`src/rtl/x2821_pkg.sv`:
```
// x2821_pkg: shared status-byte layout, counter width and sequencer state encoding.
package x2821_pkg;
    localparam int CNT_W = 5;
    localparam int ST_ATTN = 7;
    localparam int ST_MOD = 6;
    localparam int ST_CUEND = 5;
    localparam int ST_BUSY = 4;
    localparam int ST_CHEND = 3;
    localparam int ST_DVEND = 2;
    localparam int ST_UC = 1;
    localparam int ST_UE = 0;
    localparam logic [7:0] ST_NORMAL = 8'((1 << ST_CHEND) | (1 << ST_DVEND));
    localparam logic [7:0] ST_ABORT = ST_NORMAL | 8'(1 << ST_UC);
    localparam logic [7:0] ST_TIMEOUT = ST_NORMAL | 8'(1 << ST_UE);
    typedef enum logic [1:0] {IDLE, CLEAR, RUN, POST} state_t;
endpackage

```
`src/rtl/pace_timer.sv`:
```
// pace_timer: wrap counter 0..period, held at zero while i_zero; ticks at count 0.
module pace_timer #(
    parameter int PACE_W = 8
) (
    input  logic              i_clk,
    input  logic              i_reset_n,
    input  logic              i_zero,
    input  logic [PACE_W-1:0] i_period,
    output logic              o_tick
);
    logic [PACE_W-1:0] cnt_q, cnt_d;

    assign cnt_d  = (i_zero || cnt_q == i_period) ? '0 : cnt_q + PACE_W'(1);
    assign o_tick = cnt_q == '0;

    always_ff @(posedge i_clk or negedge i_reset_n)
        if (!i_reset_n) cnt_q <= '0;
        else            cnt_q <= cnt_d;
endmodule

```
`src/rtl/decade_sequencer.sv`:
```
// decade_sequencer: clears the decade counter, paces advances up to a target,
// then offers a unit-status byte over a valid/ack handshake.
module decade_sequencer
    import x2821_pkg::*;
#(
    parameter int PACE_W  = 8,
    parameter int TIMEOUT = 64
) (
    input  logic              i_clk,
    input  logic              i_reset_n,
    input  logic              i_start,
    input  logic [CNT_W-1:0]  i_target,
    input  logic [PACE_W-1:0] i_pace,
    input  logic              i_abort,
    input  logic [CNT_W-1:0]  i_count,
    output logic              o_clear,
    output logic              o_advance,
    output logic              o_busy,
    output logic [7:0]        o_status,
    output logic              o_status_valid,
    input  logic              i_status_ack
);
    localparam int STALL_W = $clog2(TIMEOUT + 1);

    state_t             state_q, state_d;
    logic [CNT_W-1:0]   target_q, target_d, prev_q;
    logic [PACE_W-1:0]  pace_q, pace_d;
    logic [STALL_W-1:0] stall_q, stall_d;
    logic [7:0]         status_q, status_d;
    logic               abort_q, clear_q, busy_q, valid_q;
    logic               run, match, tick;

    pace_timer #(.PACE_W(PACE_W)) u_pace (
        .i_clk     (i_clk),
        .i_reset_n (i_reset_n),
        .i_zero    (!run),
        .i_period  (pace_q),
        .o_tick    (tick)
    );

    assign run   = state_q == RUN;
    assign match = i_count == target_q;
    // An abort seen during CLEAR suppresses the very first advance.
    assign o_advance      = run && tick && !match && !abort_q;
    assign o_clear        = clear_q;
    assign o_busy         = busy_q;
    assign o_status       = status_q;
    assign o_status_valid = valid_q;

    always_comb begin
        state_d  = state_q;
        target_d = target_q;
        pace_d   = pace_q;
        status_d = status_q;
        stall_d  = run ? ((i_count != prev_q) ? '0 : stall_q + STALL_W'(1)) : '0;
        case (state_q)
            IDLE:
                if (i_start) begin
                    target_d = i_target;
                    pace_d   = i_pace;
                    state_d  = (i_target == '0) ? POST : CLEAR;
                    status_d = (i_target == '0) ? ST_NORMAL : status_q;
                end
            CLEAR: state_d = RUN;
            RUN:
                if (i_abort || abort_q) begin
                    state_d  = POST;
                    status_d = ST_ABORT;
                end else if (match) begin
                    state_d  = POST;
                    status_d = ST_NORMAL;
                end else if (stall_q == STALL_W'(TIMEOUT)) begin
                    state_d  = POST;
                    status_d = ST_TIMEOUT;
                end
            POST:
                if (i_status_ack) begin
                    state_d  = IDLE;
                    status_d = '0;
                end
            default: state_d = IDLE;
        endcase
    end

    always_ff @(posedge i_clk or negedge i_reset_n)
        if (!i_reset_n) begin
            state_q  <= IDLE;
            target_q <= '0;
            pace_q   <= '0;
            prev_q   <= '0;
            stall_q  <= '0;
            status_q <= '0;
            abort_q  <= 1'b0;
            clear_q  <= 1'b0;
            busy_q   <= 1'b0;
            valid_q  <= 1'b0;
        end else begin
            state_q  <= state_d;
            target_q <= target_d;
            pace_q   <= pace_d;
            prev_q   <= i_count;
            stall_q  <= stall_d;
            status_q <= status_d;
            abort_q  <= (state_q == CLEAR) && i_abort;
            clear_q  <= state_d == CLEAR;
            busy_q   <= state_d != IDLE;
            valid_q  <= state_d == POST;
        end
endmodule

```
`config.mk`:
```
export PLATFORM = sky130hd
export DESIGN_NAME = decade_sequencer
export DESIGN_NICKNAME = d
export VERILOG_FILES = /design/src/rtl/x2821_pkg.sv /design/src/rtl/pace_timer.sv /design/src/rtl/decade_sequencer.sv
export SDC_FILE = /design/constraint.sdc
export NUM_CORES = 1
export LEC_CHECK = 0
export ABC_AREA = 1
export BUFFER_PORTS_ARGS = -buffer_cell sky130_fd_sc_hd__buf_2
export CELL_PAD_IN_SITES_DETAIL_PLACEMENT = 1
export CELL_PAD_IN_SITES_GLOBAL_PLACEMENT = 1
export CORE_MARGIN = 1
export CORE_UTILIZATION = 47
export CTS_BUF_LIST = sky130_fd_sc_hd__clkbuf_4
export DETAILED_ROUTE_END_ITERATION = 6
export PLACE_DENSITY_LB_ADDON = 0.1
export SLEW_MARGIN = 20
export SYNTH_ARGS = -nofsm -noshare
export SYNTH_HDL_FRONTEND = slang
export SYNTH_SLANG_ARGS = --single-unit
```
`constraint.sdc`:
```
create_clock -name i_clk -period 2.4 [get_ports i_clk]
set_clock_uncertainty 0.15 [all_clocks]
set_input_delay 0 -clock i_clk [delete_from_list [all_inputs] [get_ports i_clk]]
set_output_delay 0 -clock i_clk [all_outputs]
set_load 0.02 [all_outputs]
```
# Yosys cells after proc, flatten, opt, wreduce, memory -nomap -nowiden
# Index checks and enable logic that the tools add are counted.
# totals
regBits	47
output_inout_bits	12
# op_classes
addsub	2
eq_ne	13
muxes	17
reduce_logical	16
# ops
operator	count
$mux 8	7
$pmux 8 s3	1
$mux 7	2
$mux 2	6
$add 8x1->8 const B	1
$eq 8x8->1	1
$logic_not 8->1	1
$pmux 2 s4	1
$add 7x1->7 const B	1
$eq 7x7->1 const B	1
$eq 2x2->1 const B	3
$ne 2x2->1 const B	3
$eq 5x5->1	1
$logic_not 5->1	1
$ne 5x5->1	1
$reduce_and 5->1	1
$eq 2x1->1 const B	2
$logic_and 1x1->1	4
$ne 4x1->1 const B	1
$logic_not 1->1	3
$reduce_bool 3->1	1
$logic_not 2->1	1
$logic_or 1x1->1	2
$reduce_and 2->1	1
$reduce_bool 2->1	1

# Depth between registers and ports, before layout
# Gate-level depths: netlist (run 1).
# logic_depth
word_depth	6
ltp_mapped	10
mapped_depth_nobuf	10

# By module
# A second synthesis (run 1) with hierarchy kept.
# hier_totals
cells_unflattened	249
area_unflattened_um2	2177.1
# by_module_without_submodules
module	instances	cells_per_inst	area_per_inst_um2
decade_sequencer	1	177	1605.3
pace_timer	1	72	571.8

# Least setup slack after synthesis (run 1)
# Ideal clock, no wire load.
# synth_path
kind	reg-to-reg
start	register stall_q[0]
end	register status_q[0], in the netlist o_status[0]
setup_time_ns	0.118
arrival_time_ns	1.128
t_required_ns	2.132
slack_ns	1.004
path_stages_with_launch	11
path_buffers	0
period_less_slack_ns	1.396
cell_sequence	dfrtp_1 inv_1 ha_1 nand2_1 nand3b_1 nand2_1 inv_1 nand3_1 nand2_1 nand2_1 nand2_1
# synth_between
elab_chain_cells	3
# synth_rtl
item	line_no	text
start: declaration	decade_sequencer.sv:28	logic [STALL_W-1:0] stall_q, stall_d;
start signal: assignment	decade_sequencer.sv:102	stall_q <= stall_d;
$eq 7x7->1	decade_sequencer.sv:72	end else if (stall_q == STALL_W'(TIMEOUT)) begin
$ne 4x1->1 (no source line)	--	
$reduce_and 5->1 (no source line)	--	
end signal: assignment	decade_sequencer.sv:103	status_q <= status_d;
end: declaration	decade_sequencer.sv:29	logic [7:0] status_q, status_d;
# No other way between the ends.
# A chain may end at the register's enable or synchronous reset.

# Final worst setup path (run 1)
# layout_path
start	register state_q[1]
end	output o_advance
# layout_between
elab_chain_cells	4
# layout_rtl
item	line_no	text
start: declaration	decade_sequencer.sv:25	state_t state_q, state_d;
start signal: assignment	decade_sequencer.sv:98	state_q <= state_d;
$eq 2x2->1	decade_sequencer.sv:41	assign run = state_q == RUN;
$logic_and 1x1->1 (3 in series)	decade_sequencer.sv:44	assign o_advance = run && tick && !match && !abort_q;
end: declaration	decade_sequencer.sv:17	output logic o_advance,
# No other way between the ends.

==> out/qor.csv, run 1 <==
metric,value,unit
status,finished clean,
worst-path fanout max,7,
WL/cell,15.6,um
Synth area leaders,"dfrtp_1 48%, nand2_1 9.4%, nor2_1 5.8%, inv_1 5.5%, mux2_4 3.4%",
CP Capture Type,output pin,
Placed Instance Area,2360,um2
Cell Rows,24,
syn avg cell area,8.73,um2
cell taking the most area after synthesis,dfrtp_1,
post-route setup slack,0.437,ns
Leak,1.37,nW
Slew headroom,36.9,%
pre-CTS setup slack,0.810,ns
fin. max-slew vios,0,
register area share after synthesis,47.9,%
most frequent cells in the layout,"55 x nand2_1, 42 x dfrtp_1, 34 x nor2_1",
CTS Buffer Depth,2,
Final Wtd Congestion,0.716,
Worst Path Arrival,1.81,ns
Final Cycle Share,81.8,%
Clock transition at path regs,0.12,ns
final hold vios,0,
Post-Synthesis Cells,251,
crit start category,register,
HPWL after DPL,3590,um
Die Height,70.3,um
Yosys reg bits,42,
die width,70.3,um
measured slew at the worst slew-check pin,0.947,ns
post_cts resized,0,
Placed Cells,329,
gr usage total,25.2,%
WS Path Type,reg -> out,
ratio of cells with drive above 1 in the final layout,20.5,%
# fillers,532,
final instance area,2700,um2
detail-routed via count per cell,5.07,
Mapped Area,2190,um2
post-CTS setup buffer count,0,
Post-Route Setup TNS,0,ns
"most common cell after layout, fill and taps aside",nand2_1,
max_cap viols,0,
Root Buffer,clkbuf_4,
"antenna viol nets, final",0,
ys flop type,dfrtp_1,
clock latency on the worst-skew pair,0.35,ns
CTS tree,built,
CTS buffer count,5,
drt drc,0,
"EDFF count, synth",0,
vias,1824,
worst hold path class,in -> reg,
Core Box Area,4410,um2
multi-input logic area,960,um2
GRT overflow,0,
worst hold slack,0.159,ns
fin crit period,1.96,ns
nets,334,
Routed WL,5610,um
first-pass GRT wire length,9470,um
Cell Pwr Density,963,nW/um2
Non-Filler Instances,360,
I/O pin count,35,
clock net sink count,42,
FMAX,0.509,GHz
H-tree depth,2,
CTS Hold Bufs,23,
number of library cell types mapped by synthesis,34,
RSZ-0062 raised after global routing,false,
setup violation total in the final timing report,0,
warnings from Yosys,0,
vias in the first global route,2037,
TritonRoute pass-1 iters,4,
area share of the largest cell type after synthesis,47.9,%
initial drt markers,55,
Syn-to-layout area delta,23.0,%
CP Data Required Time,2.25,ns
initial core utilization,49.7,%
maximum vdd ir drop,0.586,mV
Seq. cell area,1050,um2
die area,4940,um2
largest net degree at the start of global routing,43,
Port Buffers,30,
n_diodes,0,
initial antenna violation count,0,
post-synthesis async set-or-reset flop share,100,%
==> stage by stage <==
step / total power [W] / util, %
2_1_floorplan: 0.00173 / -
3_3_place_gp: 0.00193 / 53.6
3_5_place_dp: 0.00198 / 53.6
4_1_cts: 0.00259 / 61.1
5_1_grt: 0.00276 / 61.1
6_report: 0.00260 / 61.1
==> layer usage <==
metal | vias to the layer above | part of all wire, % | GRT usage [%]
met5 | - | 0 | 0
met4 | 0 | 2.0 | 8.00
met3 | 11 | 2.2 | 3.90
met2 | 29 | 58 | 49.8
met1 | 900 | 38 | 26.4
li1 | 884 | - | -
==> logic make-up after synthesis <==
| family | after synthesis | synth area share, % |
|---|---|---|
| simple gates | 127 | 28.0 |
| buf+inv | 44 | 8.79 |
| flops | 42 | 47.9 |
| compound gates | 15 | 4.11 |
| xor+xnor | 12 | 4.79 |
| mux | 6 | 3.94 |
| fa+ha+maj | 4 | 2.28 |
| other cells | 1 | 0.171 |
==> cells in the mapped netlist (2+ instances only) <==
library cell / number
and3_1: 2
a21oi_1: 10
buf_4: 5
xor2_1: 4
nand3_1: 10
nand4_1: 6
nor2_4: 2
inv_2: 5
nor4_1: 2
dfrtp_1: 42
mux2_4: 5
inv_1: 32
nand2_1: 55
nand2_2: 2
or2_0: 2
xnor2_1: 8
nor2_1: 34
nor3_2: 6
ha_1: 4
==> final timing paths <==
check / startpoint / to / slack (ns) / cells after the start
max in group asynchronous: i_reset_n / target_q[1] / 1.35 / 2
worst max register to register: state_q[0] / o_status_valid / 0.45 / 6
worst max-delay path: state_q[1] / o_advance / 0.44 / 6
min in group asynchronous: i_reset_n / u_pace.cnt_q[2] / 0.17 / 2
worst min-delay path: i_start / target_q[3] / 0.16 / 3
worst min register to register: o_status[0] / o_status[0] / 0.36 / 2
==> registers in the layout, indices dropped and copies added, names as in the netlist <==
register        flops
o_status            3
stall_q             7
u_pace.cnt_q        8
pace_q              8
o_busy              1
state_q             2
abort_q             1
o_clear             1
target_q            5
o_status_valid      1
prev_q              5
==> area by class of cell <==
| class | instances | share of cell area (%) |
|---|---|---|
| Clock buffer | 5 | 1.39 |
| Clock inverter | 3 | 2.37 |
| Inverter | 37 | 5.15 |
| Multi-Input combinational cell | 168 | 35.6 |
| Sequential cell | 42 | 39.0 |
| Tap cell | 52 | 2.41 |
| Timing Repair Buffer | 53 | 14.1 |
==> power by group <==
group          leakage, nW  switching (W)  internal (W)  total, W
clock               0.0528       0.000235      0.000321  0.000556
sequential           0.523       0.000166      0.000892   0.00106
combinational        0.794       0.000589      0.000393  0.000983
==> critical path: stages (launching register included) <==
cell     delay (ns)
dfrtp_1        0.46
inv_1          0.12
nor2_4         0.27
inv_2          0.05
nor2_1         0.21
and3_1         0.20
buf_2          0.16
Power figures use the tool's default switching activity.
==> inputs of run 2 (changes only) <==
Settings changed: CORE_UTILIZATION 47 to 44.
Clock period 2.4 ns to 2 ns, I/O delays scaled along.
==> out/qor.csv, run 2 (same netlist as run 1, synthesis figures left out) <==
metric,value,unit
Port Buffers,30,
Placed Instance Area,2390,um2
initial drt markers,65,
detail-routed via count per cell,4.74,
Leak,1.36,nW
most frequent cells in the layout,"55 x nand2_1, 41 x dfrtp_1, 34 x nor2_1",
Worst Path Arrival,2.03,ns
Final Cycle Share,95.0,%
WS Path Type,reg -> reg,
status,finished clean,
WL/cell,13.2,um
largest net degree at the start of global routing,43,
worst-path fanout max,5,
Root Buffer,clkbuf_4,
CP Capture Type,register,
GRT overflow,0,
worst hold path class,in -> async,
setup violation total in the final timing report,0,
Clock transition at path regs,0.12,ns
initial core utilization,46.1,%
TritonRoute pass-1 iters,4,
"most common cell after layout, fill and taps aside",nand2_1,
initial antenna violation count,0,
Routed WL,4960,um
measured slew at the worst slew-check pin,0.538,ns
Largest regs,"pace_q (8), u_pace.cnt_q (8), stall_q (7)",
n_diodes,0,
crit start category,register,
Cell Rows,25,
final hold vios,0,
Syn-to-layout area delta,22.5,%
maximum vdd ir drop,0.545,mV
worst r2r path cells,6,
die width,72.6,um
fin. max-slew vios,0,
ratio of cells with drive above 1 in the final layout,21.0,%
RR Endpoint,o_status_valid,
I/O pin count,35,
FMAX,0.526,GHz
fin crit period,1.90,ns
nets,336,
Cell Pwr Density,1050,nW/um2
RSZ-0062 raised after global routing,false,
CTS buffer count,5,
Slew headroom,64.1,%
Final Wtd Congestion,0.755,
CTS Buffer Depth,2,
"antenna viol nets, final",0,
final instance area,2690,um2
die area,5270,um2
Post-Route Setup TNS,0,ns
vias in the first global route,1878,
HPWL after DPL,3480,um
clock latency on the worst-skew pair,0.35,ns
post-CTS setup buffer count,0,
clock net sink count,42,
vias,1781,
# fillers,586,
drt drc,0,
Placed Cells,345,
max_cap viols,0,
Die Height,72.6,um
gr usage total,21.4,%
Non-Filler Instances,376,
reg2reg start,state_q[0],
Core Box Area,4750,um2
H-tree depth,2,
CTS tree,built,
CP Data Required Time,2.13,ns
register-to-register setup slack,0.1,ns
first-pass GRT wire length,8480,um
-- run 2: cell count changes in the layout (fill, tap and decap cells not counted), sizes merged --
cell / before / now
buf: 30 / 31
bufinv: 2 / 0
clkbuf: 5 / 7
dlygate4sd3: 23 / 24
clkinv: 1 / 0
-- run 2: where the power goes --
group | switching [W] | leakage (nW) | total, W | internal [W]
Combinational | 0.000678 | 0.803 | 0.00115 | 0.000475
Sequential | 0.000180 | 0.522 | 0.00125 | 0.00107
Clock | 0.000260 | 0.0322 | 0.000420 | 0.000160
-- run 2: worst max-delay path by stage --
stage                      to  cells past startpoint  slack [ns]        from
2_1_floorplan     o_status[0]                     10        0.60  stall_q[0]
3_3_place_gp        pace_q[2]                      3        0.42  state_q[0]
3_5_place_dp        pace_q[2]                      3        0.37  state_q[0]
4_1_cts        o_status_valid                      6        0.11  state_q[0]
5_1_grt        o_status_valid                      6        0.02  state_q[0]
6_report       o_status_valid                      6         0.1  state_q[0]
-- run 2: cell type report --
cell class | count | area [um2] | share of cell area (%)
Inverter | 37 | 139 | 5.17
Tap cell | 67 | 83.8 | 3.12
Multi-Input combinational cell | 168 | 960 | 35.7
Sequential cell | 42 | 1050 | 39.2
Timing Repair Buffer | 55 | 398 | 14.8
Clock buffer | 7 | 52.6 | 1.96
-- run 2: timing repair --
action                                  in CTS  in global routing
endpoints found under the hold margin       76                  0
resized for setup                            0                  1
hold buffers                                24                  0
endpoints found under the setup margin       0                  2
-- run 2: routing by layer --
metal	up-vias	global-route usage [%]	part of all wire [%]
li1	886	-	-
met1	854	26.8	45
met3	10	4.28	2.4
met2	31	37.0	50
met5	-	0	0
met4	0	7.41	1.8
-- run 2: stage by stage --
| step | util (%) | total power, W | hold slack (ns) | setup WS (ns) |
|---|---|---|---|---|
| after floorplan | - | 0.00207 | -0.446 | 0.604 |
| after global placement | 50.3 | 0.00232 | -0.0404 | 0.425 |
| after detailed placement | 50.3 | 0.00237 | -0.0357 | 0.373 |
| after CTS | 56.4 | 0.00285 | 0.113 | 0.107 |
| after global routing | 56.5 | 0.00304 | 0.149 | 0.0151 |
| final | 56.5 | 0.00283 | 0.0813 | 0.0994 |
-- run 2: worst max-delay path: stages, from the launching register on --
cell and delay (ns):
dfrtp_2 0.48, nand2_1 0.14, inv_1 0.06, a22oi_2 0.21
dlygate4sd3_1 0.62, inv_1 0.07, a21oi_1 0.11
